File: src/rtl/seg_display_pkg.sv
// Shared constants, state type and helpers for the BCD display path.
// Leading-zero blanking helper is used when BCD_LEADING_ZERO_BLANK_EN is set.
package seg_display_pkg;

  localparam int         BCD_DIGITS    = 4;
  localparam logic [3:0] BCD_BLANK     = 4'hF;
  localparam int         BCD_MAX_VALUE = 9999;

  typedef enum logic {
    IDLE,
    CONVERT
  } bcd_state_t;

  // Blank zero digits from the top down, stopping at the first non-zero one.
  function automatic logic [15:0] blank_leading(input logic [15:0] d);
    logic [15:0] r;
    logic        lead;
    r    = d;
    lead = 1'b1;
    for (int i = BCD_DIGITS - 1; i >= 1; i--) begin
      if (lead && d[i*4 +: 4] == 4'h0)
        r[i*4 +: 4] = BCD_BLANK;
      else
        lead = 1'b0;
    end
    return r;
  endfunction

endpackage

File: src/rtl/bcd_digit_adjust.sv
// Double-dabble digit correction: add 3 to a BCD nibble that is 5 or more.
// Purely combinational.
module bcd_digit_adjust (
  input  logic [3:0] d,
  output logic [3:0] q
);

  assign q = (d >= 4'd5) ? d + 4'd3 : d;

endmodule

File: src/rtl/binary_to_bcd_x_4.sv
// Sequential double-dabble binary to 4-digit packed BCD converter.
// Optional build macro: BCD_LEADING_ZERO_BLANK_EN (blank leading zeros).
module binary_to_bcd_x_4
  import seg_display_pkg::*;
#(
  parameter int IN_WIDTH = 14
) (
  input  logic                clk,
  input  logic                reset,
  input  logic [IN_WIDTH-1:0] bin_in,
  input  logic [3:0]          dp_in,
  input  logic                valid_in,
  output logic                ready,
  output logic [15:0]         bcd_out,
  output logic [3:0]          dp_out,
  output logic                overflow,
  output logic                done
);

  localparam int SW = 16 + IN_WIDTH;
  localparam logic [4:0] LAST = 5'(IN_WIDTH - 1);

  bcd_state_t    state;
  logic [SW-1:0] sr;
  logic [4:0]    cnt;
  logic          ovf_q;
  logic [3:0]    dp_q;

  logic [15:0]   adj_bcd;
  logic [SW-1:0] adj_sr;
  logic [SW-1:0] nxt;
  logic [15:0]   res;
  logic [15:0]   fin;

  for (genvar g = 0; g < BCD_DIGITS; g++) begin : g_adj
    bcd_digit_adjust u_adj (
      .d (sr[IN_WIDTH + 4*g +: 4]),
      .q (adj_bcd[4*g +: 4])
    );
  end

  assign adj_sr = {adj_bcd, sr[IN_WIDTH-1:0]};

  // Rotate rather than shift: the wrapped top bit is always zero for
  // representable results and never reaches the BCD field anyway.
  assign nxt = {adj_sr[SW-2:0], adj_sr[SW-1]};
  assign res = nxt[SW-1:IN_WIDTH];

`ifdef BCD_LEADING_ZERO_BLANK_EN
  assign fin = ovf_q ? 16'hFFFF : blank_leading(res);
`else
  assign fin = ovf_q ? 16'hFFFF : res;
`endif

  // Control FSM, shift register and registered outputs.
  always_ff @(posedge clk) begin
    if (reset) begin
      state    <= IDLE;
      sr       <= '0;
      cnt      <= '0;
      ovf_q    <= 1'b0;
      dp_q     <= 4'b0000;
      ready    <= 1'b1;
      bcd_out  <= 16'hFFFF;
      dp_out   <= 4'b0000;
      overflow <= 1'b0;
      done     <= 1'b0;
    end else begin
      done <= 1'b0;
      unique case (state)
        IDLE: begin
          if (valid_in) begin
            sr    <= {16'h0000, bin_in};
            dp_q  <= dp_in;
            ovf_q <= 32'(bin_in) > 32'(BCD_MAX_VALUE);
            cnt   <= '0;
            ready <= 1'b0;
            state <= CONVERT;
          end
        end
        CONVERT: begin
          sr  <= nxt;
          cnt <= cnt + 5'd1;
          if (cnt == LAST) begin
            bcd_out  <= fin;
            dp_out   <= dp_q;
            overflow <= ovf_q;
            done     <= 1'b1;
            ready    <= 1'b1;
            state    <= IDLE;
          end
        end
        default: state <= IDLE;
      endcase
    end
  end

endmodule

File: config.mk
export PLATFORM = sky130hd
export DESIGN_NAME = binary_to_bcd_x_4
export DESIGN_NICKNAME = d
export VERILOG_FILES = /design/src/rtl/seg_display_pkg.sv /design/src/rtl/bcd_digit_adjust.sv /design/src/rtl/binary_to_bcd_x_4.sv
export SDC_FILE = /design/constraint.sdc
export NUM_CORES = 1
export LEC_CHECK = 0
export ABC_AREA = 1
export BUFFER_PORTS_ARGS = -buffer_cell sky130_fd_sc_hd__buf_2
export CAP_MARGIN = 30
export CORE_AREA = 2 2 76 78
export DETAILED_ROUTE_END_ITERATION = 12
export DIE_AREA = 0 0 78 80
export PLACE_DENSITY_LB_ADDON = 0.3
export SKIP_CTS_REPAIR_TIMING = 1
export SYNTH_ARGS = -nofsm -noshare
export SYNTH_HDL_FRONTEND = slang
export SYNTH_HIERARCHICAL = 1
export SYNTH_SLANG_ARGS = --single-unit
File: constraint.sdc
create_clock -name clk -period 2.48 [get_ports clk]
set_input_delay 0.248 -clock clk [delete_from_list [all_inputs] [get_ports clk]]
set_output_delay 0.248 -clock clk [all_outputs]
set_load 0.005 [all_outputs]
==> impl_metrics.json, run 1 <==
{
  "status": "finished, final reports clean",
  "die_y_um": 80,
  "worstMarginPinSlew_ns": 0.673,
  "fin_skew_ns": 0.00416,
  "gp_congestion": 0.818,
  "clock-root-buffer": "clkbuf_8",
  "rr_startpoint": "state",
  "synth_top_area_share_pct": 40.9,
  "crit_path_end_kind": "register",
  "clk_latency_ns": 0.33,
  "seqPwrFrac_pct": 54.3,
  "synth.area.top_cells": "dfxtp_1 (41%), nand2_1 (20%), nand3_1 (6.7%)",
  "h-tree-depth": 3,
  "worstHoldPathCells": 3,
  "dp_slack_ns": 0.719,
  "critPathKind": "register to register",
  "ioPinCount": 44,
  "n_antenna_cell": 0,
  "multi_input_area_um2": 1610,
  "grt_usage_pct": 22.8,
  "syn_to_final_growth_pct": 12.8,
  "antenna_found_initial": 0,
  "crit_path_start_kind": "register",
  "drt-total-wl_um": 6270,
  "die_area_um2": 6240,
  "grt_max_degree": 44,
  "vias": 2807,
  "yosysWarnings": 6,
  "yosys_register_bits": 64,
  "num_rows": 27,
  "fillers": 506,
  "path_max_fanout": 32,
  "ir_drop_v": 0.000441,
  "finalSetupViolCount": 0,
  "layout-drive-gt1-share_pct": 21.6,
  "maxSlewHeadroom_pct": 55.0,
  "r2r_setup_slack_ns": 0.71,
  "routedWlPerCell_um": 11.1,
  "combPwrFrac_pct": 6.9,
  "cts_tree": "yes",
  "r2r-end": "sr[4]",
  "start_util_pct": 58.0,
  "die_w_um": 78,
  "fin_setup_tns_ns": 0,
  "grt_pass1_vias": 2708,
  "synthDistinctLibCells": 22,
  "synth_nets": 482,
  "clk_path_buf_depth": 2,
  "dr.pass1.iters": 4,
  "core_area_um2": 5410,
  "switching_share_pct": 23.1,
  "path_clk_slew_ns": 0.06,
  "cp_data_required_time_ns": 2.75,
  "min-delay-start": "dp_in[2]",
  "p_leak_uw": 0.00166,
  "syn_inst": 451,
  "dr.first_iter.drc_count": 171,
  "reg2regPathDepth": 6,
  "ant_nets": 0,
  "final_nets": 522,
  "syn_area_um2": 3130,
  "vias_per_cell": 4.95,
  "maxSlewViolCount": 0,
  "clock.fmax_ghz": 0.564,
  "numCtsBuffers": 9,
  "register_area_um2": 1280,
  "fin_crit_ns": 1.77,
  "hold_viol_final": 0,
  "worstPathArrival_ns": 2.04,
  "drc_errors": 0,
  "cap_violations": 0,
  "switching_power_uw": 458,
  "yosys.area.top_type": "dfxtp_1",
  "grt_pass1_wl_um": 11300,
  "yosysSeqAreaShare_pct": 40.9,
  "fin_ws_ns": 0.706,
  "power.density_nw_per_um2": 559,
  "fin_crit_sh_pct": 71.5,
  "avgSynthCellArea_um2": 6.95,
  "intPower_uw": 1520,
  "hold_path.class": "primary input to register",
  "p_clk_share_pct": 38.8,
  "rsz0062_at_grt": "no",
  "portBuffers": 43,
  "min_to": "dp_q[2]",
  "gr-total-overflow": 0,
  "dp_hpwl_um": 4340,
  "clock-sinks": 64
}
==> state kept, by name, indices dropped and copies added, names as in the netlist <==
| signal | count |
|---|---|
| sr | 30 |
| bcd_out | 16 |
| cnt | 5 |
| dp_out | 4 |
| dp_q | 4 |
| done | 1 |
| overflow | 1 |
| ovf_q | 1 |
| ready | 1 |
| state | 1 |
==> power groups by stage <==
stage | sequential (uW) | combinational [uW] | clock (uW)
2_1_floorplan | 1090 | 108 | 0
3_3_place_gp | 1100 | 134 | 0
3_5_place_dp | 1100 | 137 | 0
4_1_cts | 1070 | 138 | 786
5_1_grt | 1080 | 159 | 831
6_report | 1070 | 136 | 767
==> layout by cell type (no fill, tap or decap), drive strengths merged <==
cell / Yosys / routed
a21oi: 23 / 23
buf: 10 / 47
clkbuf: 8 / 15
clkinv: 1 / 1
dfxtp: 64 / 64
ha: 10 / 10
inv: 37 / 37
nand2: 176 / 176
nand3: 42 / 42
nor2: 42 / 42
nor3: 1 / 1
nor3b: 1 / 1
o21ai: 18 / 18
or2: 18 / 18
==> worst max path at each step <==
stage / start / endpoint / slack, ns / cells after the start
after CTS: state / sr[4] / 0.70 / 6
final: state / sr[4] / 0.71 / 6
after floorplan: sr[18] / bcd_out[6] / 1.0 / 9
after global placement: state / sr[3] / 0.80 / 6
after detailed placement: state / sr[4] / 0.72 / 6
after global routing: state / sr[4] / 0.52 / 6
==> synthesized netlist by cell type <==
cell,instances
a21oi_1,19
clkinv_1,1
a21oi_2,4
clkbuf_1,8
dfxtp_1,64
nor3_1,1
nor2_4,11
inv_1,30
o21ai_1,1
ha_1,10
inv_2,7
nor3b_1,1
buf_6,2
nand3_1,42
o21ai_0,13
nor2_1,31
buf_2,5
nand2_2,5
or2_2,18
o21ai_2,4
buf_4,3
nand2_1,171
==> cells by family after synthesis <==
group | Yosys count | share of synthesized area, %
simple gates | 280 | 39.9
flops | 64 | 40.9
buf+inv | 56 | 7.75
compound gates | 41 | 7.51
fa+ha+maj | 10 | 3.99
==> stage by stage <==
stage                     util (%)  power [uW]  hold slack, ns  cells  instance area, um2
after floorplan                  -        1190           0.383    451                3130
after global routing          65.4        2070           0.134    567                3530
after CTS                     65.4        2000           0.130    567                3530
after global placement        62.3        1230           0.431    552                3370
final                         65.4        1980           0.145    567                3530
after detailed placement      62.3        1230           0.433    552                3370
==> metal layers <==
layer	part of all wire, %	GRT usage (%)	vias to the layer above
met4	1.2	11.1	0
met3	5.3	5.09	7
li1	-	-	1480
met2	48	41.5	77
met1	45	24.9	1243
met5	0	0	-
==> worst max-delay path: stages (launching register included) <==
cell and delay [ns]:
dfxtp_1 0.51, buf_4 0.27, nor2_4 0.54, nand2_1 0.13, nand3_1 0.13, nand2_1 0.07, inv_1 0.07
==> cell type report <==
class / instances / area share [%]
inverter: 38 / 4.04
multi-input combinational: 331 / 45.5
sequential: 64 / 36.2
clock buffer: 15 / 4.71
tap: 72 / 2.55
timing repair buffer: 47 / 6.94
(Power assumes the default switching activity.)
==> run 2: changes to the inputs <==
Settings changed: ABC_AREA 1 to 0, CORE_AREA 2 2 76 78 to 2 2 82 84, DIE_AREA 0 0 78 80 to 0 0 84 86.
Clock period 2.48 ns to 1.5 ns, I/O delays scaled along.
==> impl_metrics.json, run 2 <==
{
  "yosys_register_bits": 64,
  "drc_errors": 0,
  "r2r_setup_slack_ns": 0.03,
  "ir_drop_v": 0.000599,
  "synth_top_area_share_pct": 40.6,
  "syn_to_final_growth_pct": 20.0,
  "grt_pass1_wl_um": 10400,
  "antenna_found_initial": 0,
  "hold_viol_final": 0,
  "reg.largest.list": "sr: 30 flops, bcd_out: 16 flops, cnt: 5 flops",
  "grt_pass1_vias": 2420,
  "crit_path_cell_trace": "inv_1 > ha_1 > nand2b_4 > a21oi_2 > mux2i_2 > nor3_1 > mux2i_1",
  "gr-total-overflow": 0,
  "slowest_delay_ns": 0.34,
  "syn_area_um2": 3160,
  "final_nets": 431,
  "crit_path_end_kind": "register",
  "status": "finished, final reports clean",
  "clock-sinks": 64,
  "post-place-cells": 465,
  "start_util_pct": 50.3,
  "syn_inst": 353,
  "numCtsBuffers": 9,
  "mostFrequentLayoutCells": "dfxtp_1 (57), nor2_1 (55), buf_2 (43), mux2i_1 (38), nand2_1 (25)",
  "instances_no_fill": 482,
  "largest_register": "sr",
  "clk_path_buf_depth": 2,
  "vias_per_cell": 5.16,
  "crit_path_start_kind": "register",
  "critical_path.startpoint": "sr[26]",
  "die_area_um2": 7220,
  "h-tree-depth": 3,
  "ys.flop_type": "dfxtp_1",
  "ant_nets": 0,
  "gp_congestion": 0.797,
  "worstPathArrival_ns": 1.73,
  "grt_usage_pct": 17.6,
  "cp_data_required_time_ns": 1.76,
  "synth.area.top_cells": "dfxtp_1 (41%), mux2i_1 (13%), nor2_1 (6.5%)",
  "portBuffers": 43,
  "crit_path_top_delay_cell": "dfxtp_2",
  "layout_commonest_cell": "dfxtp_1",
  "p_leak_uw": 0.00149,
  "path_max_fanout": 5,
  "maxSlewHeadroom_pct": 73.6,
  "largest_reg_flops": 30,
  "yosysWarnings": 6,
  "reg2regPathDepth": 7,
  "r2r-end": "bcd_out[14]",
  "maxSlewViolCount": 0,
  "hold_path.class": "primary input to register",
  "cap_violations": 0,
  "ioPinCount": 44,
  "core_area_um2": 6280,
  "synth_edf_count": 0,
  "num_rows": 29,
  "clock.fmax_ghz": 0.679,
  "grt_max_degree": 36,
  "worstMarginPinSlew_ns": 0.396,
  "async_flop_share_pct": 0,
  "fin_setup_tns_ns": 0,
  "finalSetupViolCount": 0,
  "layout-drive-gt1-share_pct": 28.4,
  "dp_hpwl_um": 4090,
  "clk_latency_ns": 0.33,
  "netlist_top_cells_count": "dfxtp_1 (64), nor2_1 (55), mux2i_1 (40)",
  "rr_startpoint": "sr[26]",
  "dr.pass1.iters": 5,
  "clock-root-buffer": "clkbuf_8",
  "synth_nets": 384,
  "fin_crit_sh_pct": 98.1,
  "drt-total-wl_um": 6060,
  "yosysSeqAreaShare_pct": 40.6,
  "routedWlPerCell_um": 12.6,
  "n_antenna_cell": 0,
  "fin_crit_ns": 1.47,
  "fin_skew_ns": 0.00769,
  "yosysMostFrequentCell": "dfxtp_1",
  "die_w_um": 84,
  "dr.first_iter.drc_count": 102,
  "vias": 2486,
  "cts_tree": "yes",
  "avgSynthCellArea_um2": 8.94,
  "cp-endpoint": "bcd_out[14]",
  "path_clk_slew_ns": 0.07,
  "die_y_um": 86,
  "power.density_nw_per_um2": 974,
  "critPathKind": "register to register",
  "yosys.area.top_type": "dfxtp_1",
  "synthDistinctLibCells": 34
}
-- run 2: power by group --
part,switching (uW),leakage [uW],internal (uW)
logic,160,0.000857,143
registers,27.7,0.000523,1740
clock network,635,0.000108,982
-- run 2: per-layer routing --
layer | wire, um | vias up | GRT usage [%] | part of all wire [%]
met3 | 131 | 11 | 3.85 | 2.2
met1 | 2930 | 1160 | 20.8 | 48
met5 | 0 | - | 0 | 0
li1 | - | 1287 | - | -
met4 | 138 | 0 | 8.65 | 2.3
met2 | 2860 | 28 | 30.5 | 47
-- run 2: cell families after synthesis --
group           after synthesis  synth area share [%]
buf+inv                      34                  6.07
fa+ha+maj                    10                  3.97
xor+xnor                      5                  1.39
compound gates               41                  7.49
flops                        64                  40.6
simple gates                145                  22.8
mux                          54                  17.7
-- run 2: critical path, delay by kind of cell (launching register included) --
| kind | cells | cell delay, ns |
|---|---|---|
| multiplexers | 2 | 0.41 |
| flip-flops | 1 | 0.34 |
| adder cells (fa/ha/maj) | 1 | 0.24 |
| AO/OA/AOI/OAI | 1 | 0.21 |
| AND/OR/NAND/NOR | 2 | 0.15 |
| buffers and inverters | 1 | 0.06 |
-- run 2: worst min-delay path by stage --
stage | start | end | slack (ns) | cells past startpoint
after floorplan | dp_in[0] | dp_q[0] | 0.29 | 2
after detailed placement | dp_in[3] | dp_q[3] | 0.40 | 3
after CTS | dp_in[3] | dp_q[3] | 0.04 | 3
after global placement | dp_in[0] | dp_q[0] | 0.40 | 3
final | dp_in[3] | dp_q[3] | 0.05 | 3
after global routing | dp_in[3] | dp_q[3] | 0.05 | 3
-- run 2: layout make-up --
class / instances / area [um2]
clock buffer: 13 / 149
multi-input combinational: 255 / 1790
timing repair buffer: 59 / 360
sequential: 64 / 1290
tap: 77 / 96.3
fill: 556 / 2490
clock inverter: 3 / 65.1
inverter: 11 / 41.3
-- run 2: per-stage QoR --
stage / instance area [um2] / setup WS (ns) / total power, uW / hold slack, ns / util (%)
after global placement: 3460 / 0.0706 / 2100 / 0.396 / 55.1
after detailed placement: 3460 / 0.0198 / 2110 / 0.399 / 55.1
final: 3790 / 0.0283 / 3690 / 0.0548 / 60.3
after floorplan: 3160 / 0.152 / 2020 / 0.286 / -
after CTS: 3670 / 0.00204 / 3730 / 0.0401 / 58.5
after global routing: 3790 / -0.0263 / 3840 / 0.0534 / 60.3
